==> src/rtl/alu_exec_stage.sv <==
// Execute/writeback stage around an external combinational ALU.
// Owns the architectural register file, status flags and retire counter.
module alu_exec_stage #(
  parameter int DATA_W  = 32,
  parameter int OPSEL_W = 6,
  parameter int ADDR_W  = 3
) (
  input  logic               clk,
  input  logic               rst_n,
  input  logic               in_valid,
  output logic               in_ready,
  input  logic               stall,
  input  logic [OPSEL_W-1:0] in_opsel,
  input  logic [ADDR_W-1:0]  in_rd,
  input  logic [ADDR_W-1:0]  in_rs1,
  input  logic [ADDR_W-1:0]  in_rs2,
  input  logic               in_use_imm,
  input  logic [DATA_W-1:0]  in_imm,
  output logic [DATA_W-1:0]  op_a,
  output logic [DATA_W-1:0]  op_b,
  output logic [OPSEL_W-1:0] alu_opsel,
  input  logic [DATA_W-1:0]  alu_result,
  input  logic               ovf_flag,
  input  logic               cf_flag,
  input  logic               zero_flag,
  output logic               wb_valid,
  output logic [ADDR_W-1:0]  wb_rd,
  output logic [DATA_W-1:0]  wb_data,
  output logic [2:0]         flags_q,
  output logic [15:0]        retire_cnt,
  input  logic [ADDR_W-1:0]  dbg_addr,
  output logic [DATA_W-1:0]  dbg_data
);

  localparam int DEPTH = 2 ** ADDR_W;

  logic [DATA_W-1:0] rf_q [DEPTH];
  logic [DATA_W-1:0] rf_d [DEPTH];

  logic              wb_valid_q, wb_valid_d;
  logic [ADDR_W-1:0] wb_rd_q, wb_rd_d;
  logic [DATA_W-1:0] wb_data_q, wb_data_d;
  logic [2:0]        flags_d;
  logic [15:0]       retire_cnt_q, retire_cnt_d;

  logic              accept;
  logic [DATA_W-1:0] src_a, src_b;

  assign in_ready  = ~stall;
  assign accept    = in_valid & in_ready;
  assign alu_opsel = in_opsel;

  // Operand fetch: r0 is hard zero, then the uncommitted writeback wins over the array.
  always_comb begin
    src_a = rf_q[in_rs1];
    if (wb_valid_q && (wb_rd_q == in_rs1)) src_a = wb_data_q;
    if (in_rs1 == '0) src_a = '0;

    src_b = rf_q[in_rs2];
    if (wb_valid_q && (wb_rd_q == in_rs2)) src_b = wb_data_q;
    if (in_rs2 == '0) src_b = '0;

    op_a = src_a;
    op_b = in_use_imm ? in_imm : src_b;
  end

  always_comb begin
    wb_valid_d   = accept;
    wb_rd_d      = wb_rd_q;
    wb_data_d    = wb_data_q;
    flags_d      = flags_q;
    retire_cnt_d = retire_cnt_q;
    if (accept) begin
      wb_rd_d      = in_rd;
      wb_data_d    = alu_result;
      flags_d      = {ovf_flag, cf_flag, zero_flag};
      retire_cnt_d = retire_cnt_q + 16'd1;
    end
  end

  // Commit reads the current writeback register, so it coexists with a new accept.
  always_comb begin
    rf_d = rf_q;
    if (wb_valid_q && (wb_rd_q != '0)) rf_d[wb_rd_q] = wb_data_q;
  end

  always_ff @(posedge clk or negedge rst_n) begin
    if (!rst_n) begin
      for (int i = 0; i < DEPTH; i++) rf_q[i] <= '0;
      wb_valid_q   <= 1'b0;
      wb_rd_q      <= '0;
      wb_data_q    <= '0;
      flags_q      <= '0;
      retire_cnt_q <= '0;
    end else begin
      rf_q         <= rf_d;
      wb_valid_q   <= wb_valid_d;
      wb_rd_q      <= wb_rd_d;
      wb_data_q    <= wb_data_d;
      flags_q      <= flags_d;
      retire_cnt_q <= retire_cnt_d;
    end
  end

  assign wb_valid   = wb_valid_q;
  assign wb_rd      = wb_rd_q;
  assign wb_data    = wb_data_q;
  assign retire_cnt = retire_cnt_q;
  assign dbg_data   = rf_q[dbg_addr];

endmodule
==> config.mk <==
export PLATFORM = sky130hd
export DESIGN_NAME = alu_exec_stage
export DESIGN_NICKNAME = d
export VERILOG_FILES = /design/src/rtl/alu_exec_stage.sv
export SDC_FILE = /design/constraint.sdc
export NUM_CORES = 1
export LEC_CHECK = 0
export BUFFER_PORTS_ARGS = -buffer_cell sky130_fd_sc_hd__buf_2
export CAP_MARGIN = 0
export CORE_UTILIZATION = 50
export DETAILED_ROUTE_END_ITERATION = 10
export PLACE_DENSITY_LB_ADDON = 0.08
export SLEW_MARGIN = 20
export SYNTH_ARGS = -nofsm -noshare
export SYNTH_HDL_FRONTEND = slang
export SYNTH_SLANG_ARGS = --single-unit
export TNS_END_PERCENT = 30
==> constraint.sdc <==
create_clock -name clk -period 1.5 [get_ports clk]
set_input_delay 0.15 -clock clk [delete_from_list [all_inputs] [get_ports clk]]
set_output_delay 0.15 -clock clk [all_outputs]
set_load 0.01 [all_outputs]
==> impl_results.md, run 1 <==
* Setup violators final at 258
* CP startpoint: wb_rd[0]
* Max Clock Freq at 401.9 MHz
* Io pins at 248
* MaxCap Viol Count at 0
* Final non-filler cell total at 2553
* Final count of pins violating max slew at 0
* Core Rows at 67
* Hold Slack at 53.97 ps
* Net Switching at 12410 µW
* Post-synthesis cell count at 1676
* Fin util at 70.01%
* Reg clk slew, reported paths at 60 ps
* Required time of the critical path at 1350 ps
* Yosys cell types at 50
* Pleak at 0.01120 µW
* Relative slew slack at 74.67%
* CTS tree: done
* I/O Buffers at 235
* Comb pwr share at 39.5%
* DIE WIDTH at 188.4 µm
* Later-pin clock latency in the skew report at 530 ps
* Htree depth at 2
* Ys async rst share at 100.0%
* Residual DRC at 0
* Core area at 33870 µm²
* Global-route wire length before repair at 93.01 mm
* Root Driver: clkbuf_16
* Vias in the first global route at 15772
* Synth warnings at 0
* Syn_nets at 1767
* Routed wl met3 at 4.489 mm
* Vias at 15772
* Full die area at 35490 µm²
* Dpl hpwl at 40.38 mm
* Worst Slack Setup Final at -988.1 ps
* Seq/Total Area, Yosys at 44.81%
* Drt via density at 6.178
* Met2 WL at 28.93 mm
* Hold violation count in the final report at 0
* DRT Pass-1 Iters at 5
* Share of layout cells above drive strength 1 at 43.39%
* Status: finished, violations left
* Fin crit share at 165.9%
* Clock power frac at 23.2%
* Top-count cell post-synth: dfrtp_1
* R2R setup slack at -340 ps
* Area grow syn2layout at 36.51%
* Peak supply drop at 1277 µV
* Final Power at 37770 µW
* Post-synth top area cell: dfrtp_1
* GRT Total Usage at 33.99%
* Layout Skew at 16.69 ps
* Top cells by count, synth: 311 x dfrtp_1, 260 x nand2_1, 198 x mux2_2
* Sw frac at 32.84%
* TritonCTS buffer count at 37
* Failing checks: setup timing
* Min Clock Period, post-route at 2488 ps
* Largest net degree at the start of global routing at 59
* Number of synthesized flops with an enable pin at 0
* Drt wl/cell at 23.76 µm
* Synth Register Bits at 311
* Initial antenna violation count at 2
* Worst-Margin Slew at 378.8 ps
* Start point of the worst hold path: in_valid
* Synth top area share at 44.81%
* Starting Density at 51.29%
* Grt total ovfl at 0
* CP Max Fanout at 4
* CP Capture Type: output port
* Mean Syn Cell Area at 10.36 µm²
* CTS sink cnt at 311
* Cell area after synthesis at 17370 µm²
* WS Path Type: reg2out
* Met1 WL at 25.08 mm
* FF-to-FF Start: wb_rd[0]
* Initial DRC Count at 1522
* Synth area leaders: dfrtp_1 45%, mux2_2 13%, mux4_2 8.3%, nand2_1 5.6%, o22ai_1 4.5%
* DRT Wirelength at 60.66 mm
* Final ANT Viol Nets at 0
* Hold Crit Class: in2reg
* Power Dens Cells at 1593 nW/µm²
* RSZ-0062 raised after global routing: yes
* Startpoint types: flop
* Placer Congestion at 0.8565
* Max layer used: met5
* Register share of total power at 37.3%
* Final Net Count at 2172
* Main synth FF type: dfrtp_1
* Internal power at 25370 µW
* Arrival time at the worst endpoint at 2340 ps
* Dpl ws at -493.8 ps
* Clk buf depth at 3
* Placed Cells incl. Taps at 2396
* Die height at 188.4 µm
## sequential cells by signal, summed over array words and instances (netlist names)
register,count
rf_q,256
wb_rd,3
retire_cnt,16
wb_valid,1
wb_data,32
flags_q,3
## cells by family (layout without fill, tap and decap cells)
| logic type | after synthesis | in the layout | share of synthesized area, % |
|---|---|---|---|
| and+or+nand+nor | 368 | 368 | 8.594 |
| buffers and inverters | 228 | 656 | 5.669 |
| other | 0 | 1 | 0 |
| muxes | 268 | 268 | 21.50 |
| DFF | 311 | 311 | 44.81 |
| AOI/OAI and AO/OA | 480 | 480 | 18.35 |
| xor gates and xnor gates | 20 | 20 | 1.009 |
| adders and majority gates | 1 | 1 | 0.07202 |
## worst max-delay path: stages (launching register included)
cell and delay, ps:
dfrtp_1 390, buf_6 140, and2_4 140, o2111ai_2 180, o211ai_1 110, buf_4 160, buf_6 120, o311ai_4 300
buf_4 180, buf_6 100
## area by class of cell
cell class | instances | area [µm²]
well taps | 448 | 560.5
repair buffers | 555 | 4785
clock buffers | 55 | 1074
multi-input cells | 1137 | 9271
fillers | 2513 | 10160
clock inverters | 7 | 85.08
inverters | 39 | 146.4
flip-flops and latches | 311 | 7786
diodes | 1 | 2.502
## repair_timing
action / in CTS / in global routing
setup buffers: 34 / 20
pin swaps: 9 / 10
cloned: 1 / 0
hold buffers: 40 / 0
endpoints found under the hold margin: 350 / 0
gates resized for setup: 157 / 69
endpoints found under the setup margin: 297 / 309
## layout by cell type (no fill, tap or decap), types with 64 or more instances in the layout
cell type  count
dfrtp_1      308
mux4_2        64
buf_4        214
buf_2        167
buf_6         80
o21ai_0      142
nor2_1        70
nand2_1      257
mux2_4        77
o22ai_1      125
mux2_2       121
## through the flow
step / setup TNS, ps / area, µm²
2_1_floorplan: -26930 / 17530
4_1_cts: -98400 / 23300
6_report: -100700 / 23710
5_1_grt: -119720 / 23710
3_5_place_dp: -60750 / 20680
3_3_place_gp: -55440 / 20680
## worst paths after layout
kind	end	cells past startpoint
hold / removal	wb_valid	3
hold reg to reg	rf_q[232]	0
setup / recovery	op_b[31]	9
setup reg to reg	rf_q[127]	5
min in group asynchronous	wb_data[5]	2
max in group asynchronous	wb_data[24]	3
## power groups by stage
stage | sequential (µW) | combinational, µW | clock, µW
final | 14100 | 14900 | 8780
after global routing | 14400 | 16000 | 9230
after CTS | 13900 | 14200 | 8880
after detailed placement | 14100 | 12200 | 0
after global placement | 14000 | 12000 | 0
after floorplan | 13500 | 7560 | 0
## routing by layer
metal | track usage [%] | vias to the layer above
met5 | 0 | -
met3 | 5.997 | 151
met4 | 13.24 | 2
met1 | 45.86 | 7860
met2 | 54.73 | 792
li1 | - | 6967
(Power assumes the default switching activity.)
==> inputs of run 2 (changes only) <==
Settings changed: CTS_BUF_LIST set to sky130_fd_sc_hd__clkbuf_16, SETUP_SLACK_MARGIN set to 0.05.
Clock period 1.5 ns to 2.7 ns, I/O delays scaled along.
==> run 2 against run 1 <==
  * The run still ends with setup timing left
  * Register-to-register slack gained 1000 ps
  * Largest power group is now registers
  * Sequential share of layout area grew 4.4 points
  * Via count fell by 6.6%
  * Worst hold slack better by 68 ps
  * Total power is 50% lower
  * Non-clock buffer count fell by 208
  * Core utilization decreased by 8.4 points
  * First-iteration DRC count shrank 26%
==> impl_results.md, run 2 (same netlist as run 1, synthesis figures left out) <==
* Status: finished, violations left
* Failing checks: setup timing
* Largest net degree at the start of global routing at 98 (+66%)
* Htree depth at 2 (unchanged)
* Residual DRC at 0 (unchanged)
* R2R setup slack at 680 ps (+1020 ps)
* Layout Skew at 22.47 ps (+5.779 ps)
* Routed wl met3 at 4.727 mm (+5.3%)
* Hold Crit Class: in2reg
* FF-to-FF Start: wb_rd[2]
* Relative slew slack at 58.41% (-16 points)
* Max layer used: met5
* I/O Buffers at 235 (unchanged)
* Vias in the first global route at 14634 (-7.2%)
* Worst-Margin Slew at 623.8 ps (+245.0 ps)
* Io pins at 248 (unchanged)
* Clk buf depth at 3 (unchanged)
* Core Rows at 67 (unchanged)
* WS Path Type: reg2out
* Final Power at 18830 µW (-50%)
* Min Clock Period, post-route at 2714 ps
* Setup violators final at 1 (-99.6%)
* Initial antenna violation count at 3 (+1)
* Final Net Count at 1964 (-9.6%)
* Later-pin clock latency in the skew report at 540 ps (about the same)
* Met2 WL at 26.23 mm (-9.3%)
* CP Capture Type: output port
* DRT Pass-1 Iters at 5 (unchanged)
* CTS tree: done
* Dpl hpwl at 34.43 mm (-15%)
* Register Area at 7782 µm² (about the same)
* Drt via density at 6.268 (+1.5%)
* Most flop-heavy register: rf_q
* Pleak at 0.009653 µW (-14%)
* CTS sink cnt at 311 (unchanged)
* Most frequent cells in the layout: 311 x dfrtp_1, 260 x nand2_1, 221 x buf_2, 198 x mux2_2, 155 x o21ai_0
* Initial DRC Count at 1129 (-26%)
* Full die area at 35490 µm² (unchanged)
* Multi-input logic area at 8676 µm² (-6.4%)
* GRT Total Usage at 31.69% (-2.3 points)
* Root Driver: clkbuf_16
* TritonCTS buffer count at 37 (unchanged)
* Placer Congestion at 0.8559 (about the same)
* Hold Path Depth at 4 (+1)
* Grt total ovfl at 0 (unchanged)
* CP Max Fanout at 6 (+2)
* FF-to-FF End: rf_q[118]
* R2R depth at 4 (-1)
* Met1 WL at 23.72 mm (-5.4%)
* MaxCap Viol Count at 0 (unchanged)
* Worst Slack Setup Final at -13.55 ps (+974.6 ps)
* Final ANT Viol Nets at 0 (unchanged)
* DIE WIDTH at 188.4 µm (unchanged)
* Arrival time at the worst endpoint at 2440 ps (+100 ps)
* Max FFs per register at 256 (unchanged)
* Startpoint types: flop
* Core area at 33870 µm² (unchanged)
* Share of layout cells above drive strength 1 at 33.93% (-9.5 points)
* Peak supply drop at 649.0 µV (-49%)
* Fin crit share at 100.5%
* Power Dens Cells at 901.9 nW/µm² (-43%)
* Filler cells at 2804 (+12%)
* Fin util at 61.64% (-8.4 points)
* Drt wl/cell at 24.04 µm (+1.2%)
* Reg clk slew, reported paths at 60 ps (about the same)
* Die height at 188.4 µm (unchanged)
* Start point of the worst hold path: stall
* Hold violation count in the final report at 0 (unchanged)
* DP Area at 19030 µm² (-8.0%)
* Global-route wire length before repair at 86.97 mm (-6.5%)
* RSZ-0062 raised after global routing: yes
* Max Clock Freq at 368.5 MHz
* Dpl ws at 363.4 ps (+857.2 ps)
* Area grow syn2layout at 20.19%
* Starting Density at 51.29% (unchanged)
* Final Cell Area at 20880 µm² (-12%)
* Commonest non-fill, non-tap cell in the layout: dfrtp_1
* Final count of pins violating max slew at 0 (unchanged)
* Hold path endpoint: retire_cnt[3]
* Required time of the critical path at 2430 ps (+1080 ps)
* DRT Wirelength at 56.52 mm (-6.8%)
* Vias at 14737 (-6.6%)
run 2: changes by cell type in the layout (fill, tap and decap cells not counted), sizes merged:
cell         delta
bufinv          +2
inv             +9
dlygate4sd3     -1
clkbuf         -14
clkinv         +10
diode           +1
buf           -209
run 2: per-layer routing:
layer | global-route usage, % | vias to the layer above
li1 | - | 6543
met1 | 43.52 | 7299
met2 | 49.67 | 757
met3 | 6.873 | 136
met4 | 11.29 | 2
met5 | 0 | -
run 2: per-stage QoR:
stage | hold slack [ps] | setup TNS [ps] | cells
floorplan | -25.59 | 0 | 1676
global placement | 167.8 | 0 | 2236
detailed placement | 173.0 | 0 | 2236
CTS | 108.7 | 0 | 2345
global route | 158.4 | -1150 | 2350
finish | 121.5 | -13.55 | 2351
run 2: worst max-delay path, stage by stage, from the launching register on:
cell and delay, ps:
dfrtp_1 410, or3b_1 360, a211o_1 300, a21oi_4 230, buf_6 150, clkbuf_16 160
a32o_2 200, buf_6 120
run 2: layout make-up:
| cell class | count | area share [%] |
|---|---|---|
| well taps | 448 | 2.685 |
| flip-flops and latches | 311 | 37.28 |
| diodes | 2 | 0.02397 |
| multi-input cells | 1137 | 41.56 |
| repair buffers | 347 | 11.99 |
| clock inverters | 28 | 1.091 |
| inverters | 39 | 0.7012 |
| clock buffers | 39 | 4.675 |
run 2: how the worst max path moves through the flow:
stage	start	to	cells after the start
2_1_floorplan	wb_rd[0]	op_b[31]	5
3_3_place_gp	in_rs2[2]	op_b[2]	7
3_5_place_dp	in_rs2[2]	op_b[10]	7
4_1_cts	wb_rd[0]	op_a[24]	7
5_1_grt	wb_rd[0]	op_a[31]	7
6_report	wb_rd[0]	op_a[31]	7
run 2: where the power goes:
part,internal (µW),switching (µW)
logic,3230,2570
clock network,2990,2000
registers,6240,1800
run 2: repair_timing:
| item | in CTS | in global routing |
|---|---|---|
| gates cloned | 1 | 2 |
| gates resized for setup | 6 | 30 |
| pin swaps | 1 | 6 |
| endpoints found under the hold margin | 69 | 0 |
| setup endpoints to repair | 56 | 64 |
| hold buffers | 39 | 0 |
| buffers inserted | 2 | 2 |
==> inputs of run 3 (changes only) <==
Settings changed: ABC_AREA set to 1, CORE_UTILIZATION 50 to 35.
==> run 3 against run 2 <==
  * The run now ends clean
  * Total power shrank 4.5%
  * Final area up 8.3%
  * Sequential power fell by 9.2%
  * Via count grew 38%
  * Synthesized cell count is 73% higher
  * Sequential cell count is the same
  * Routed wire length up 42%
  * Global-route usage shrank 2.9 points
  * Critical endpoint is now op_a[21]
  * Final cell count rose by 61%
==> impl_results.md, run 3 <==
* Max FFs per register at 256 (unchanged)
* DP Area at 21040 µm² (+11%)
* Placer Congestion at 0.9294 (+8.6%)
* Status: finished, final reports clean
* Main synth FF type: dfrtp_1
* Residual DRC at 0 (unchanged)
* Core area at 53710 µm² (+59%)
* Net Switching at 7093 µW (+11%)
* Dpl ws at 252.6 ps (-110.8 ps)
* Hold Crit Class: in2reg
* Area grow syn2layout at 19.06%
* Synth area leaders: dfrtp_1 41%, nand2_1 21%, o21ai_0 12%, a21oi_1 5.6%, nand3_1 5.5%
* Synth Register Bits at 311 (unchanged)
* Number of synthesized flops with an enable pin at 0 (unchanged)
* Reg clk slew, reported paths at 60 ps (about the same)
* Register share of total power at 40.6% (-2.1 points)
* Worst-Margin Slew at 1100 ps (+476.4 ps)
* Worst path cell trace: inv_2 > o21ai_1 > nor2_4 > nand2_1 > buf_4 > a21oi_1 > buf_2
* Comb pwr share at 32.0% (+1.2 points)
* Mean Syn Cell Area at 6.550 µm² (-37%)
* Core Rows at 85 (+27%)
* Initial antenna violation count at 0 (-3)
* Dpl hpwl at 50.91 mm (+48%)
* TritonCTS buffer count at 39 (+5.4%)
* Commonest non-fill, non-tap cell in the layout: nand2_1
* GRT Total Usage at 28.80% (-2.9 points)
* Vias at 20311 (+38%)
* Internal power at 10890 µW (-13%)
* Post-synthesis cell count at 2899 (+73%)
* RSZ-0062 raised after global routing: yes
* DRT Pass-1 Iters at 6 (+1)
* Drt wl/cell at 21.18 µm (-12%)
* Syn_nets at 2990 (+69%)
* Worst path top cell family by delay: buffers and inverters
* Synth top area share at 40.98% (-3.8 points)
* Arrival time at the worst endpoint at 2360 ps (-80 ps)
* DIE WIDTH at 234.9 µm (+25%)
* Final ANT Viol Nets at 0 (unchanged)
* Io pins at 248 (unchanged)
* Setup violators final at 0 (-1)
* DRT Wirelength at 80.32 mm (+42%)
* I/O Buffers at 235 (unchanged)
* Die height at 234.9 µm (+25%)
* Fin crit share at 97.51% (-3.0 points)
* Seq/Total Area, Yosys at 40.98% (-3.8 points)
* Relative slew slack at 26.57% (-32 points)
* Max Clock Freq at 379.8 MHz (+3.1%)
* Final Net Count at 3162 (+61%)
* Start point of the worst hold path: stall
* Share of layout cells above drive strength 1 at 13.18% (-21 points)
* Full die area at 55190 µm² (+56%)
* MaxCap Viol Count at 0 (unchanged)
* Vias in the first global route at 19231 (+31%)
* Htree depth at 2 (unchanged)
* Top-count cell post-synth: nand2_1
* CTS tree: done
* Final Cell Area at 22610 µm² (+8.3%)
* Hold violation count in the final report at 0 (unchanged)
* Most flop-heavy register: rf_q
* Slowest Stage Delay on Critical Path at 480 ps (+70 ps)
* Yosys cell types at 27 (-46%)
* CP Capture Type: output port
* Ys async rst share at 100.0% (unchanged)
* CP startpoint: wb_rd[2]
* CP Max Fanout at 16 (+10)
* Grt total ovfl at 0 (unchanged)
* CTS sink cnt at 311 (unchanged)
* FF-to-FF Start: wb_valid
* Pleak at 0.01152 µW (+19%)
* Worst Slack Setup Final at 67.10 ps (+80.65 ps)
* Clk buf depth at 3 (unchanged)
* Required time of the critical path at 2430 ps (about the same)
* Cell area after synthesis at 18990 µm² (+9.3%)
* Later-pin clock latency in the skew report at 570 ps (+30 ps)
* Post-synth top area cell: dfrtp_1
* Root Driver: clkbuf_16
* Layout Skew at 17.65 ps (-4.819 ps)
* Largest net degree at the start of global routing at 115 (+17%)
* Synth warnings at 0 (unchanged)
* Sw frac at 39.44% (+5.6 points)
* WS Path Type: reg2out
* Initial DRC Count at 1922 (+70%)
* Starting Density at 35.36% (-16 points)
* Peak supply drop at 407.6 µV (-37%)
* Most frequent cells in the layout: 1052 x nand2_1, 455 x o21ai_0, 308 x dfrtp_1, 232 x buf_2, 223 x inv_1
* Power Dens Cells at 795.4 nW/µm² (-12%)
* Top cells by count, synth: 1056 x nand2_1, 455 x o21ai_0, 311 x dfrtp_1
* Crit path buf inv count at 3 (unchanged)
* Final count of pins violating max slew at 0 (unchanged)
* Ant diodes at 0 (-2)
* Drt via density at 5.356 (-15%)
* Slowest CP cell: dfrtp_2
* Clock power frac at 27.4% (+0.9 points)
* Startpoint types: flop
* Min Clock Period, post-route at 2633 ps (-80.65 ps)
* Global-route wire length before repair at 120.9 mm (+39%)
run 3: cell count changes after synthesis, moves of 33 or more:
cell,change
o21ai_0,+300
buf_2,+37
mux2_2,-198
a21oi_1,+181
mux4_2,-64
o221ai_1,-33
nand3_1,+204
nand2_1,+796
o22ai_1,-125
inv_1,+174
run 3: area by class of cell:
type	instances	area, µm²
Clock inverter	26	146.4
Clock buffer	40	1001
Fill cell	5664	31100
Timing Repair Buffer	364	2536
Sequential cell	311	7786
Multi-Input combinational cell	2101	9313
Inverter	254	955.9
Tap cell	696	870.8
run 3: cells by family after synthesis:
logic type | synth area share [%]
buf+inv | 10.41
compound gates | 19.21
xor+xnor | 0.4612
simple gates | 28.87
flops | 40.98
fa+ha+maj | 0.06588
run 3: worst paths after layout:
| kind | slack [ps] | endpoint | cells past startpoint |
|---|---|---|---|
| worst max-delay path | 70 | op_a[21] | 7 |
| worst min-delay path | 80 | retire_cnt[3] | 4 |
| worst max register to register | 630 | rf_q[218] | 6 |
| worst min register to register | 370 | rf_q[255] | 0 |
| max in group asynchronous | 1600 | rf_q[51] | 3 |
| min in group asynchronous | 240 | wb_data[7] | 2 |
run 3: worst min-delay path, stage by stage:
cell and delay (ps):
buf_2 110, nor2_4 50, nand3_1 100, xnor2_1 70
run 3: repair_timing:
item                                   4_1_cts  5_1_grt
hold buffers                                39        0
resized for setup                            4        6
setup endpoints to repair                   51       25
endpoints found under the hold margin       98        0
setup buffers                                0        0
run 3: power by group through the flow:
stage	clock network [µW]	registers (µW)	logic [µW]
floorplan	0	7010	3730
global placement	0	7300	5620
detailed placement	0	7300	5700
CTS	5030	7250	5750
global route	5200	7480	6550
finish	4930	7300	5760
run 3: per-layer routing:
metal	up-vias	part of all wire, %	track usage [%]
met4	0	3.6	10.89
met5	-	0	0
li1	9580	-	-
met3	194	7.3	3.959
met1	9570	42	38.64
met2	967	47	47.10
run 3: per-stage QoR:
stage / utilization (%) / instances / hold slack (ps) / power [µW] / TNS, ps
floorplan: - / 2899 / -25.59 / 10740 / 0
global placement: 39.18 / 3687 / 299.7 / 12920 / 0
detailed placement: 39.18 / 3687 / 296.6 / 13010 / 0
CTS: 42.06 / 3792 / 54.13 / 18040 / 0
global route: 42.10 / 3792 / 84.99 / 19230 / -0.2047
finish: 42.10 / 3792 / 79.77 / 17980 / 0
